==> src/rtl/mine_spawner.sv <==
// mine_spawner: picks a free grid cell for a new mine.
//
// A request in IDLE latches the target slot. The FSM then draws candidate
// cells from a free-running 16-bit LFSR, scans the 16 body segments one per
// cycle, then checks the head and the other active mines. A legal cell is
// returned with a one-cycle spawn_valid pulse. spawn_fail pulses instead once
// MAX_TRIES draws have been used up.
//
// Optional feature: define SPAWN_HEAD_GUARD_EN to reject every cell in the
// 3x3 zone around the head, not only the head cell itself.
//
// Ports:
//   clk, rst                 clock, asynchronous active-low reset
//   spawn_req, spawn_idx     one-cycle request and target mine slot (0..2)
//   head_x, head_y           snake head cell
//   is_exist, body_x, body_y body segment valid mask and packed coordinates
//   mine_x, mine_y           packed coordinates of the existing mines
//   mine_active              active mask of the existing mines
//   busy                     request in progress
//   spawn_valid, spawn_fail  one-cycle result pulses
//   spawn_x, spawn_y         accepted cell, held until the next valid
//   spawn_slot               slot of the accepted cell, held with spawn_x/y
module mine_spawner #(
    parameter int unsigned X_MIN     = 1,
    parameter int unsigned X_MAX     = 38,
    parameter int unsigned Y_MIN     = 1,
    parameter int unsigned Y_MAX     = 28,
    parameter int unsigned MAX_TRIES = 15,
    parameter logic [15:0] SEED      = 16'hACE1
) (
    input  logic        clk,
    input  logic        rst,
    input  logic        spawn_req,
    input  logic [1:0]  spawn_idx,
    input  logic [5:0]  head_x,
    input  logic [5:0]  head_y,
    input  logic [15:0] is_exist,
    input  logic [95:0] body_x,
    input  logic [95:0] body_y,
    input  logic [17:0] mine_x,
    input  logic [14:0] mine_y,
    input  logic [2:0]  mine_active,
    output logic        busy,
    output logic        spawn_valid,
    output logic        spawn_fail,
    output logic [5:0]  spawn_x,
    output logic [4:0]  spawn_y,
    output logic [1:0]  spawn_slot
);

    localparam int unsigned XW     = 6;
    localparam int unsigned YW     = 5;
    localparam int unsigned TRY_W  = 8;
    localparam int unsigned SEG_N  = 16;
    localparam int unsigned MINE_N = 3;

    typedef enum logic [2:0] {
        S_IDLE,
        S_DRAW,
        S_SCAN,
        S_HCHK,
        S_DONE,
        S_FAIL
    } state_t;

    state_t            state, state_nxt;
    logic [15:0]       lfsr, lfsr_nxt;
    logic [XW-1:0]     cand_x, cand_x_nxt;
    logic [YW-1:0]     cand_y, cand_y_nxt;
    logic [3:0]        seg, seg_nxt;
    logic [TRY_W-1:0]  tries, tries_nxt;
    logic [1:0]        slot, slot_nxt;
    logic              busy_nxt, valid_nxt, fail_nxt;
    logic [XW-1:0]     spawn_x_nxt;
    logic [YW-1:0]     spawn_y_nxt;
    logic [1:0]        spawn_slot_nxt;

    logic [XW-1:0]     seg_bx [SEG_N];
    logic [5:0]        seg_by [SEG_N];
    logic [XW-1:0]     draw_x;
    logic [YW-1:0]     draw_y;
    logic              draw_ok;
    logic              seg_hit;
    logic              head_hit;
    logic              mine_hit;

    // Unpack the segment coordinate buses for indexing by the scan counter.
    always_comb begin
        for (int i = 0; i < int'(SEG_N); i++) begin
            seg_bx[i] = body_x[6*i +: 6];
            seg_by[i] = body_y[6*i +: 6];
        end
    end

    // Candidate taken straight from the LFSR, range-checked against the grid.
    assign draw_x  = lfsr[13:8];
    assign draw_y  = lfsr[4:0];
    assign draw_ok = (draw_x >= XW'(X_MIN)) && (draw_x <= XW'(X_MAX)) &&
                     (draw_y >= YW'(Y_MIN)) && (draw_y <= YW'(Y_MAX));

    // Body y is 6 bits wide while the grid y is 5 bits.
    assign seg_hit = is_exist[seg] && (seg_bx[seg] == cand_x) &&
                     (seg_by[seg] == {1'b0, cand_y});

`ifdef SPAWN_HEAD_GUARD_EN
    // 3x3 keep-out around the head; 7-bit unsigned compares, no wrap at edges.
    logic dx_near, dy_near;
    assign dx_near  = ({1'b0, cand_x} + 7'd1 >= {1'b0, head_x}) &&
                      ({1'b0, head_x} + 7'd1 >= {1'b0, cand_x});
    assign dy_near  = ({2'b0, cand_y} + 7'd1 >= {1'b0, head_y}) &&
                      ({1'b0, head_y} + 7'd1 >= {2'b0, cand_y});
    assign head_hit = dx_near && dy_near;
`else
    assign head_hit = (head_x == cand_x) && (head_y == {1'b0, cand_y});
`endif

    // The slot being refilled is ignored so its stale coordinates never block.
    always_comb begin
        mine_hit = 1'b0;
        for (int k = 0; k < int'(MINE_N); k++) begin
            if (mine_active[k] && (2'(k) != slot) &&
                (mine_x[6*k +: 6] == cand_x) && (mine_y[5*k +: 5] == cand_y)) begin
                mine_hit = 1'b1;
            end
        end
    end

    // Next-state and next-output logic.
    always_comb begin
        state_nxt  = state;
        lfsr_nxt   = {lfsr[14:0], lfsr[15] ^ lfsr[13] ^ lfsr[12] ^ lfsr[10]};
        cand_x_nxt = cand_x;
        cand_y_nxt = cand_y;
        seg_nxt    = seg;
        tries_nxt  = tries;
        slot_nxt   = slot;

        case (state)
            S_IDLE: begin
                if (spawn_req) begin
                    slot_nxt  = spawn_idx;
                    tries_nxt = '0;
                    state_nxt = S_DRAW;
                end
            end
            S_DRAW: begin
                if (tries == TRY_W'(MAX_TRIES)) begin
                    state_nxt = S_FAIL;
                end else begin
                    tries_nxt  = tries + TRY_W'(1);
                    cand_x_nxt = draw_x;
                    cand_y_nxt = draw_y;
                    // Out-of-range draws stay here and still consume a try.
                    if (draw_ok) begin
                        seg_nxt   = '0;
                        state_nxt = S_SCAN;
                    end
                end
            end
            S_SCAN: begin
                if (seg_hit) begin
                    state_nxt = S_DRAW;
                end else if (seg == 4'(SEG_N - 1)) begin
                    state_nxt = S_HCHK;
                end else begin
                    seg_nxt = seg + 4'd1;
                end
            end
            S_HCHK: begin
                state_nxt = (head_hit || mine_hit) ? S_DRAW : S_DONE;
            end
            S_DONE:  state_nxt = S_IDLE;
            S_FAIL:  state_nxt = S_IDLE;
            default: state_nxt = S_IDLE;
        endcase

        // Outputs are registered so they line up with the state they describe.
        busy_nxt       = (state_nxt != S_IDLE);
        valid_nxt      = (state_nxt == S_DONE);
        fail_nxt       = (state_nxt == S_FAIL);
        spawn_x_nxt    = (state_nxt == S_DONE) ? cand_x : spawn_x;
        spawn_y_nxt    = (state_nxt == S_DONE) ? cand_y : spawn_y;
        spawn_slot_nxt = (state_nxt == S_DONE) ? slot   : spawn_slot;
    end

    // State and output registers.
    always_ff @(posedge clk or negedge rst) begin
        if (!rst) begin
            state       <= S_IDLE;
            lfsr        <= SEED;
            cand_x      <= '0;
            cand_y      <= '0;
            seg         <= '0;
            tries       <= '0;
            slot        <= '0;
            busy        <= 1'b0;
            spawn_valid <= 1'b0;
            spawn_fail  <= 1'b0;
            spawn_x     <= '0;
            spawn_y     <= '0;
            spawn_slot  <= '0;
        end else begin
            state       <= state_nxt;
            lfsr        <= lfsr_nxt;
            cand_x      <= cand_x_nxt;
            cand_y      <= cand_y_nxt;
            seg         <= seg_nxt;
            tries       <= tries_nxt;
            slot        <= slot_nxt;
            busy        <= busy_nxt;
            spawn_valid <= valid_nxt;
            spawn_fail  <= fail_nxt;
            spawn_x     <= spawn_x_nxt;
            spawn_y     <= spawn_y_nxt;
            spawn_slot  <= spawn_slot_nxt;
        end
    end

endmodule
==> config.mk <==
export PLATFORM = sky130hd
export DESIGN_NAME = mine_spawner
export DESIGN_NICKNAME = d
export VERILOG_FILES = /design/src/rtl/mine_spawner.sv
export SDC_FILE = /design/constraint.sdc
export NUM_CORES = 1
export LEC_CHECK = 0
export BUFFER_PORTS_ARGS = -buffer_cell sky130_fd_sc_hd__buf_2
export CORE_MARGIN = 3
export CORE_UTILIZATION = 46
export DETAILED_ROUTE_END_ITERATION = 6
export GPL_ROUTABILITY_DRIVEN = 0
export PLACE_DENSITY_LB_ADDON = 0.1
export SKIP_CTS_REPAIR_TIMING = 1
export SYNTH_ARGS = -nofsm -noshare
export SYNTH_HDL_FRONTEND = slang
export SYNTH_SLANG_ARGS = --single-unit
==> constraint.sdc <==
create_clock -name clk -period 3.1 [get_ports clk]
set_input_delay 0.155 -clock clk [delete_from_list [all_inputs] [get_ports clk]]
set_output_delay 0.155 -clock clk [all_outputs]
set_load 0.1 [all_outputs]
# == Word-level counts from Yosys, hierarchy flattened ==
# Cells that the tools add are included.
# word_totals
regBits,60
latch_bits,0
mem_bits_rw,0
romBits,0
inputBits,261
out_inout_bits,16
elab_cells,101
n_memories,0
# op_classes
addsub,2
mul,0
n_div,0
magnitude_cmp,6
eq_ne,24
shifts,0
muxes,26
bitwise,5
reduce_logical,25
# op_table
operator,n
$bmux 6 s4,2
$eq 6x6->1,5
$mux 6,4
$mux 3,6
$mux 4,4
$mux 8,2
$pmux 8 s2,1
$eq 5x5->1,3
$logic_and 1x1->1,15
$eq 6x5->1,2
$pmux 3 s4,1
$ne 2x2->1 const B,5
$add 8x1->8 const B,1
$eq 8x4->1 const B,1
$pmux 4 s2,1
$eq 3x2->1 const B,2
$eq 3x3->1 const B,2
$ge 6x1->1 const B,1
$le 6x6->1 const B,1
$reduce_bool 2->1,3
$ge 5x1->1 const B,1
$ge 5x5->1 const B,1
$le 5x5->1 const B,1
$lt 4x5->1 const B,1
16 further kinds,22

# == Logic depth before layout (Yosys ltp) ==
# Gate-level depths: netlist of run 1.
# depth
depth_word,11
depth_mapped,13
ltp_nobuf,9

# == Least setup slack after synthesis of run 1 ==
# Ideal clock, no wire load.
# synth_path
path_type,flip-flop to flip-flop
from,register seg[1]
to,register seg[3]
arrival_time_ps,2570
t_required_ps,2980
setup_slack_ps,411
path_stages_with_launch,11
path_buffers,2
synth_period_minus_slack_ps,2689
path_cell_list,dfrtp_1 -> buf_6 -> buf_12 -> mux4_2 -> nand4_1 -> o21ai_1 -> or4b_4 -> o211ai_2 -> nor4_4 -> or4_1 -> and3_1
# synth_via
elab_chain_cells,9
word_cells_on_any_way,21
cone_classes,add/sub (1); eq/ne (5); mux (11); bitwise (1); reduce/logical (3)
# synth_rtl
item,line_no,rtl
from (decl),70,"logic [3:0] seg, seg_nxt;"
from (signal assigned),207,seg <= seg_nxt;
$not 4->5 (not written as such),"102, 103",
$bmux 6 s4,102,assign seg_hit = is_exist[seg] && (seg_bx[seg] == cand_x) &&
$mux 6 (not written as such) (2 in series),102,
$eq 6x6->1,102,
$logic_and 1x1->1 (2 in series),102,
$ne 2x2->1 (no line),n/a,
$reduce_and 5->1 (no line),n/a,
# Parallel ways exist; a longest one is shown, timed or not. The select of a mux whose other input is x is not followed.
# A chain may end at the register's enable or synchronous reset.

# == Worst setup path in the final report of run 1 ==
# Ends and elaborated chain as after synthesis.

==> impl_results.md, run 1 <==
* Status: finished, final reports clean
* Critical path's slowest cell: mux4_1
* Post-layout minimum cycle time at 2950 ps
* Final hold vios at 0
* Core Area at 10,500 um2
* Share of flip-flops with an asynchronous set or reset at 100%
* Clock latency on the worst-skew pair at 340 ps
* DR WL/cell at 19.6 um
* Multi-input gate area at 3270 um2
* Routed vias at 5,284
* Cell area power density at 458 nW/um2
* Via/cell ratio at 5.74
* Critical path's top delay family: simple AND/OR/NAND/NOR gates
* CTS tree: built
* Seq/Total Area, Yosys at 29.9%
* Final Setup Violations at 0
* Setup crit start kind: flop
* Largest net degree at the start of global routing at 36
* Die Y at 111 um
* Rows at 37
* Netlist cell types at 66
* Max IR drop VDD at 0.000226 V
* H-tree levels at 3
* Critical path type: flop to flop
* Initial Util at 48.1%
* Drt initial violations at 497
* I/O Buffers at 276
* Layout filler cell count at 852
* Avg Inst Size Synth at 9.95 um2
* Root buffer cell: clkbuf_8
* FF+latch count, synth at 60
* Top Usage Layer GRT: met2
* Final TNS setup at 0 ps
* CP max stage delay at 560 ps
* Clock slew at reported path FFs at 60 ps
* Die width at 111 um
* CTS sink cnt at 60
* Crit-path cells: buf_12, mux4_1, nand4_1, o21ai_0, or4b_1, o211ai_2, nor4_4, or4_1, and3_1
* Hold slack at 26.6 ps
* Seq. cell area at 1520 um2
* WP data arrival at 3170 ps
* CTS Buffer Depth at 2
* RSZ-0062 raised after global routing: false
* Pre-antenna DRT Iters at 5
* Boundary Pins at 277
* Max Cap Viol at 0
* Post-synth EDFFs at 0
* Worst Hold Class: input port to flop
* Number of buffers created by CTS at 9
* Synth Warn # at 0
* Detail Placement HPWL at 14.6 mm
* Pleak at 3.36 nW
* Routed wire length at 18.1 mm
* Worst-Margin Slew at 710 ps
* Post-route ant nets at 0
* Die area at 12,300 um2
* Crit end category: flop
* Fin nets at 1,043
* Met3 Use GR at 8.79%
* Primary FF master, synth: dfrtp_1
* Clock skew at 9.36 ps
* Worst Path Required at 3320 ps
* Met2 usage at 50.3%
* Final period util at 95.1%
* Diode count at 0
* Vias in the first global route at 5,606
* Antenna violations before repair at 0
* Area Growth Syn to Fin at 35.1%
* Post-Syn Area at 5050 um2
* Total gr overflow at 0
* Final Max Slew Viols at 0
* Critical Path Fanout Max at 10
* Ratio of cells with drive above 1 in the final layout at 48.8%
* Global-route wire length before repair at 28.3 mm
* Syn_nets at 771
* CP bufs+invs at 1
* Max Clk Rate at 0.339 GHz
* Slew headroom at 52.7%
* Aggregate global-route resource usage at 28.6%
* Met1 Track Usage GR at 33.3%
* Synth Instances at 508
* DR DRC count at 0
==> worst min-delay path, stage by stage <==
cell	delay, ps
buf_2	80
nand2_1	30
o21ai_0	60
==> final cells by class <==
cell class	instances	area share [%]
multi-input combinational	395	47.8
clock inverter	2	0.513
timing repair buffer	303	24.0
clock buffer	14	2.38
tap	136	2.49
sequential	60	22.2
inverter	11	0.604
==> Yosys cell counts, types with 3 or more instances <==
| cell type | number | area [um2] |
|---|---|---|
| xor2_1 | 26 | 228 |
| buf_2 | 9 | 45.0 |
| inv_1 | 10 | 37.5 |
| xnor2_1 | 35 | 307 |
| a2bb2oi_1 | 5 | 43.8 |
| buf_4 | 3 | 22.5 |
| nand3b_1 | 3 | 22.5 |
| nor4b_1 | 4 | 35.0 |
| nor4_1 | 5 | 31.3 |
| mux2i_1 | 34 | 340 |
| a221oi_1 | 3 | 26.3 |
| dfstp_2 | 8 | 210 |
| nand2_1 | 61 | 229 |
| dfrtp_1 | 52 | 1300 |
| nor2_1 | 23 | 86.3 |
| mux4_2 | 26 | 586 |
| and3_1 | 3 | 18.8 |
| nand3_1 | 15 | 75.1 |
| or2_2 | 3 | 18.8 |
| o21ai_0 | 14 | 70.1 |
| o32ai_1 | 4 | 35.0 |
| o22ai_1 | 4 | 25.0 |
| clkbuf_1 | 20 | 75.1 |
| mux2_2 | 22 | 248 |
| nand2b_1 | 9 | 56.3 |
| nand4_1 | 14 | 87.6 |
| a22oi_1 | 9 | 67.6 |
| buf_1 | 3 | 11.3 |
| a21oi_1 | 6 | 30.0 |
| or3_1 | 4 | 25.0 |
| buf_6 | 6 | 67.6 |
| nor3b_1 | 4 | 30.0 |
| o2111ai_1 | 3 | 26.3 |
| nor2b_1 | 4 | 25.0 |
| a31oi_1 | 4 | 25.0 |
| or4_1 | 3 | 22.5 |
| nor3_1 | 5 | 25.0 |
| a211oi_1 | 4 | 30.0 |
==> flip-flops by register name, summed over array words and instances (netlist names) <==
| register | flops |
|---|---|
| lfsr | 16 |
| busy | 1 |
| spawn_y | 5 |
| spawn_fail | 1 |
| cand_y | 5 |
| spawn_slot | 2 |
| cand_x | 6 |
| spawn_valid | 1 |
| slot | 2 |
| spawn_x | 6 |
| seg | 4 |
| state | 3 |
| tries | 8 |
==> logic make-up after synthesis <==
group | share of synthesized area (%)
buffers and inverters | 5.59
AND/OR/NAND/NOR | 17.7
flip-flops | 29.9
adder cells (fa/ha/maj) | 0.495
multiplexers | 24.3
AO/OA/AOI/OAI | 11.5
XOR/XNOR | 10.6
==> where the power goes <==
group	switching, W	internal (W)
Sequential	0.000102	0.000866
Combinational	0.000757	0.000702
Clock	0.000285	0.000415
==> cells in the final DEF (no fill, tap or decap), types with 4 or more instances in the layout <==
master       n
mux4_2      26
nor2b_1      4
a31oi_1      4
mux2i_1     34
nand4_1     14
xor2_1      26
nor3_1       5
a211oi_1     4
nor3b_1      4
dfrtp_1     50
buf_12       4
nand2b_1     9
nand2_1     61
a22oi_1      9
nor4_1       5
o22ai_1      4
dfstp_2      8
mux2_2      22
clkbuf_8    11
buf_4       22
a21oi_1      6
a2bb2oi_1    5
inv_1       10
o21ai_0     14
xnor2_1     35
buf_2      276
nor2_1      23
nand3_1     15
o32ai_1      4
or3_1        4
==> stage by stage <==
step	power, W	std cells	cell area (um2)	setup WS, ps	utilization [%]
6_report	0.00313	921	6830	151	65.0
5_1_grt	0.00332	921	6830	24.6	65.0
4_1_cts	0.00311	915	6770	90.2	64.4
3_5_place_dp	0.00239	899	6570	95.3	62.5
3_3_place_gp	0.00236	899	6570	113	62.5
2_1_floorplan	0.00198	508	5050	411	-
==> path summary, 6_finish.rpt <==
kind	start	cells after the start	endpoint	slack (ps)
setup / recovery	seg[1]	9	seg[3]	150
hold / removal	spawn_idx[0]	3	slot[0]	30
setup reg to reg	seg[1]	9	seg[3]	150
hold reg to reg	lfsr[6]	0	lfsr[7]	360
max in group asynchronous	rst	3	lfsr[0]	2120
min in group asynchronous	rst	2	slot[0]	280
==> per-layer routing <==
layer	part of all wire (%)	wire length (um)	vias to the layer above
li1	-	-	2434
met1	39	6970	2519
met2	49	8940	297
met3	9.2	1660	34
met4	2.8	510	0
met5	0	0	-
(Power assumes the default switching activity.)
==> run 2, diff against run 1 <==
==> constraint.sdc (replaced) <==
create_clock -name clk -period 3.35 [get_ports clk]
set_input_delay 0.1675 -clock clk [delete_from_list [all_inputs] [get_ports clk]]
set_output_delay 0.1675 -clock clk [all_outputs]
set_load 0.1 [all_outputs]
==> run 2 against run 1 <==
  * Register-to-register slack better by 150 ps
  * Design area about the same
  * Die area unchanged
  * Sequential share of layout area about the same
  * Via count fell by 0.34%
  * Flip-flop and latch count stayed put
  * Critical path depth is 1 higher
  * Setup slack improved by 150 ps
  * Global-route usage is essentially flat
  * Final cell count shrank 0.43%
  * Utilization is essentially flat
  * Largest cell class unchanged
  * Largest power group unchanged
==> impl_results.md, run 2 (synthesized netlist as in run 1, its figures left out) <==
* I/O Buffers at 276 (unchanged)
* CTS Buffer Depth at 2 (unchanged)
* Setup crit start kind: flop
* Pre-antenna DRT Iters at 5 (unchanged)
* Critical Path Fanout Max at 15 (+5)
* Max IR drop VDD at 0.000220 V (-3.0%)
* Met3 Use GR at 6.55% (-2.2 points)
* Met2 usage at 50.3% (unchanged)
* RR Startpoint: seg[1]
* Critical path type: flop to flop
* Most flop-heavy register: lfsr
* Total gr overflow at 0 (unchanged)
* Cell area power density at 436 nW/um2 (-4.6%)
* Worst-Margin Slew at 678 ps (-31.7 ps)
* DR DRC count at 0 (unchanged)
* Largest regs: lfsr (16), tries (8)
* CTS tree: built
* Total power at 0.00298 W (-4.7%)
* Met1 Track Usage GR at 35.6% (+2.3 points)
* Drt initial violations at 379 (-24%)
* Length in cells of the worst reg-to-reg path at 10 (+1)
* Routed vias at 5,266 (-0.34%)
* Critical Path Source: seg[1]
* Cell Int Power at 0.00192 W (-3.0%)
* CTS sink cnt at 60 (unchanged)
* H-tree levels at 3 (unchanged)
* Detail Placement HPWL at 14.7 mm (+0.89%)
* DR WL/cell at 19.7 um (+0.51%)
* Post-layout minimum cycle time at 3040 ps (+95.9 ps)
* Reg power frac at 30.3% (-0.7 points)
* Core Area at 10,500 um2 (unchanged)
* Max reg flops at 16 (unchanged)
* Slew headroom at 54.8% (+2.1 points)
* Switching power at 0.00106 W (-7.6%)
* RSZ-0062 raised after global routing: false
* Boundary Pins at 277 (unchanged)
* Routed wire length at 18.1 mm (about the same)
* Most frequent cells in the layout: 276 x buf_2, 61 x nand2_1, 49 x dfrtp_1
* Clock power share at 26.2% (+3.8 points)
* Final hold vios at 0 (unchanged)
* Commonest non-fill, non-tap cell in the layout: buf_2
* Layout filler cell count at 904 (+6.1%)
* Post-route ant nets at 0 (unchanged)
* Comb power frac at 43.4% (-3.3 points)
* Clock slew at reported path FFs at 60 ps (about the same)
* Aggregate global-route resource usage at 28.7% (+0.046 points)
* Crit end category: flop
* Setup slack, reg-to-reg at 310 ps (+150 ps)
* Final Setup Violations at 0 (unchanged)
* Post-Place Setup Slack at 74.3 ps (-21.0 ps)
* Final Max Slew Viols at 0 (unchanged)
* Hold slack at 40.6 ps (+14.0 ps)
* Worst Path Required at 3560 ps (+240 ps)
* Crit-path cells: buf_12, mux4_2, mux2i_1, nor3_1, a2111oi_1, o2111ai_1, nor4_4, buf_4, nand4b_1, nand3_1
* Largest net degree at the start of global routing at 31 (-14%)
* Status: finished, final reports clean
* Pleak at 3.36 nW (about the same)
* Clock latency on the worst-skew pair at 330 ps (about the same)
* Global-route wire length before repair at 28.4 mm (+0.34%)
* Critical path's slowest cell: dfrtp_4
* Root buffer cell: clkbuf_8
* Crit path to: seg[1]
* Final worst slack at 306 ps (+154 ps)
* Via/cell ratio at 5.74 (about the same)
* Top Usage Layer GRT: met2
* Fin nets at 1,040 (-0.29%)
* Die width at 111 um (unchanged)
* Final period util at 90.9% (-4.2 points)
* Ratio of cells with drive above 1 in the final layout at 49.0% (+0.25 points)
* Vias in the first global route at 5,495 (-2.0%)
* Placed Cells incl. Taps at 899 (unchanged)
* Max Clk Rate at 0.328 GHz (-3.1%)
* Antenna violations before repair at 0 (unchanged)
* Reg-to-reg endpoint: seg[1]
* WP data arrival at 3250 ps (+80 ps)
* Die Y at 111 um (unchanged)
* Rows at 37 (unchanged)
* Net Sw Frac at 35.5% (-1.1 points)
* Worst Hold Class: input port to flop
* Diode count at 0 (unchanged)
* Number of buffers created by CTS at 9 (unchanged)
* Area Growth Syn to Fin at 35.1% (about the same)
* Max Cap Viol at 0 (unchanged)
* Initial Util at 48.1% (unchanged)
* CP max stage delay at 560 ps (about the same)
* Die area at 12,300 um2 (unchanged)
* Non-Filler Instances at 917 (-0.43%)
* Clock skew at 7.73 ps (-1.63 ps)
* Final TNS setup at 0 ps (unchanged)
-- run 2: area by class of cell --
cell class / count / area, um2 / area share (%)
flip-flops and latches: 60 / 1520 / 22.2
clock inverters: 5 / 100 / 1.47
well taps: 136 / 170 / 2.49
clock buffers: 10 / 138 / 2.02
multi-input cells: 395 / 3270 / 47.9
repair buffers: 300 / 1590 / 23.3
inverters: 11 / 41.3 / 0.605
-- run 2: per-stage QoR --
step	util [%]	cell area (um2)
after floorplan	-	5050
after global placement	62.4	6560
after detailed placement	62.4	6560
after CTS	64.7	6800
after global routing	65.0	6830
final	65.0	6830
-- run 2: power groups by stage --
stage	registers (W)	clock network, W	logic (W)
detailed placement	0.000929	0	0.00126
global placement	0.000927	0	0.00124
CTS	0.000917	0.000797	0.00127
floorplan	0.000937	0	0.000891
global route	0.000919	0.000831	0.00141
finish	0.000904	0.000782	0.00129
-- run 2: critical path: cells and delay by family (launching register included) --
| kind | cells | cell delay [ps] |
|---|---|---|
| flip-flops | 1 | 560 |
| multiplexers | 2 | 660 |
| AO/OA/AOI/OAI | 2 | 580 |
| buffers and inverters | 2 | 390 |
| AND/OR/NAND/NOR | 4 | 720 |
-- run 2: worst min path at each step --
stage | from | endpoint | slack [ps] | depth (start not counted)
after floorplan | rst | busy | -130 | 0
after global placement | rst | tries[3] | 230 | 1
after detailed placement | rst | tries[4] | 230 | 1
after CTS | rst | tries[1] | -140 | 1
after global routing | spawn_idx[0] | slot[0] | 60 | 3
final | spawn_idx[1] | slot[1] | 40 | 3
-- run 2: metal layers --
layer	share of wire [%]	vias up
met2	50	290
met1	39	2521
met4	2.1	0
met5	0	-
li1	-	2427
met3	8.3	28
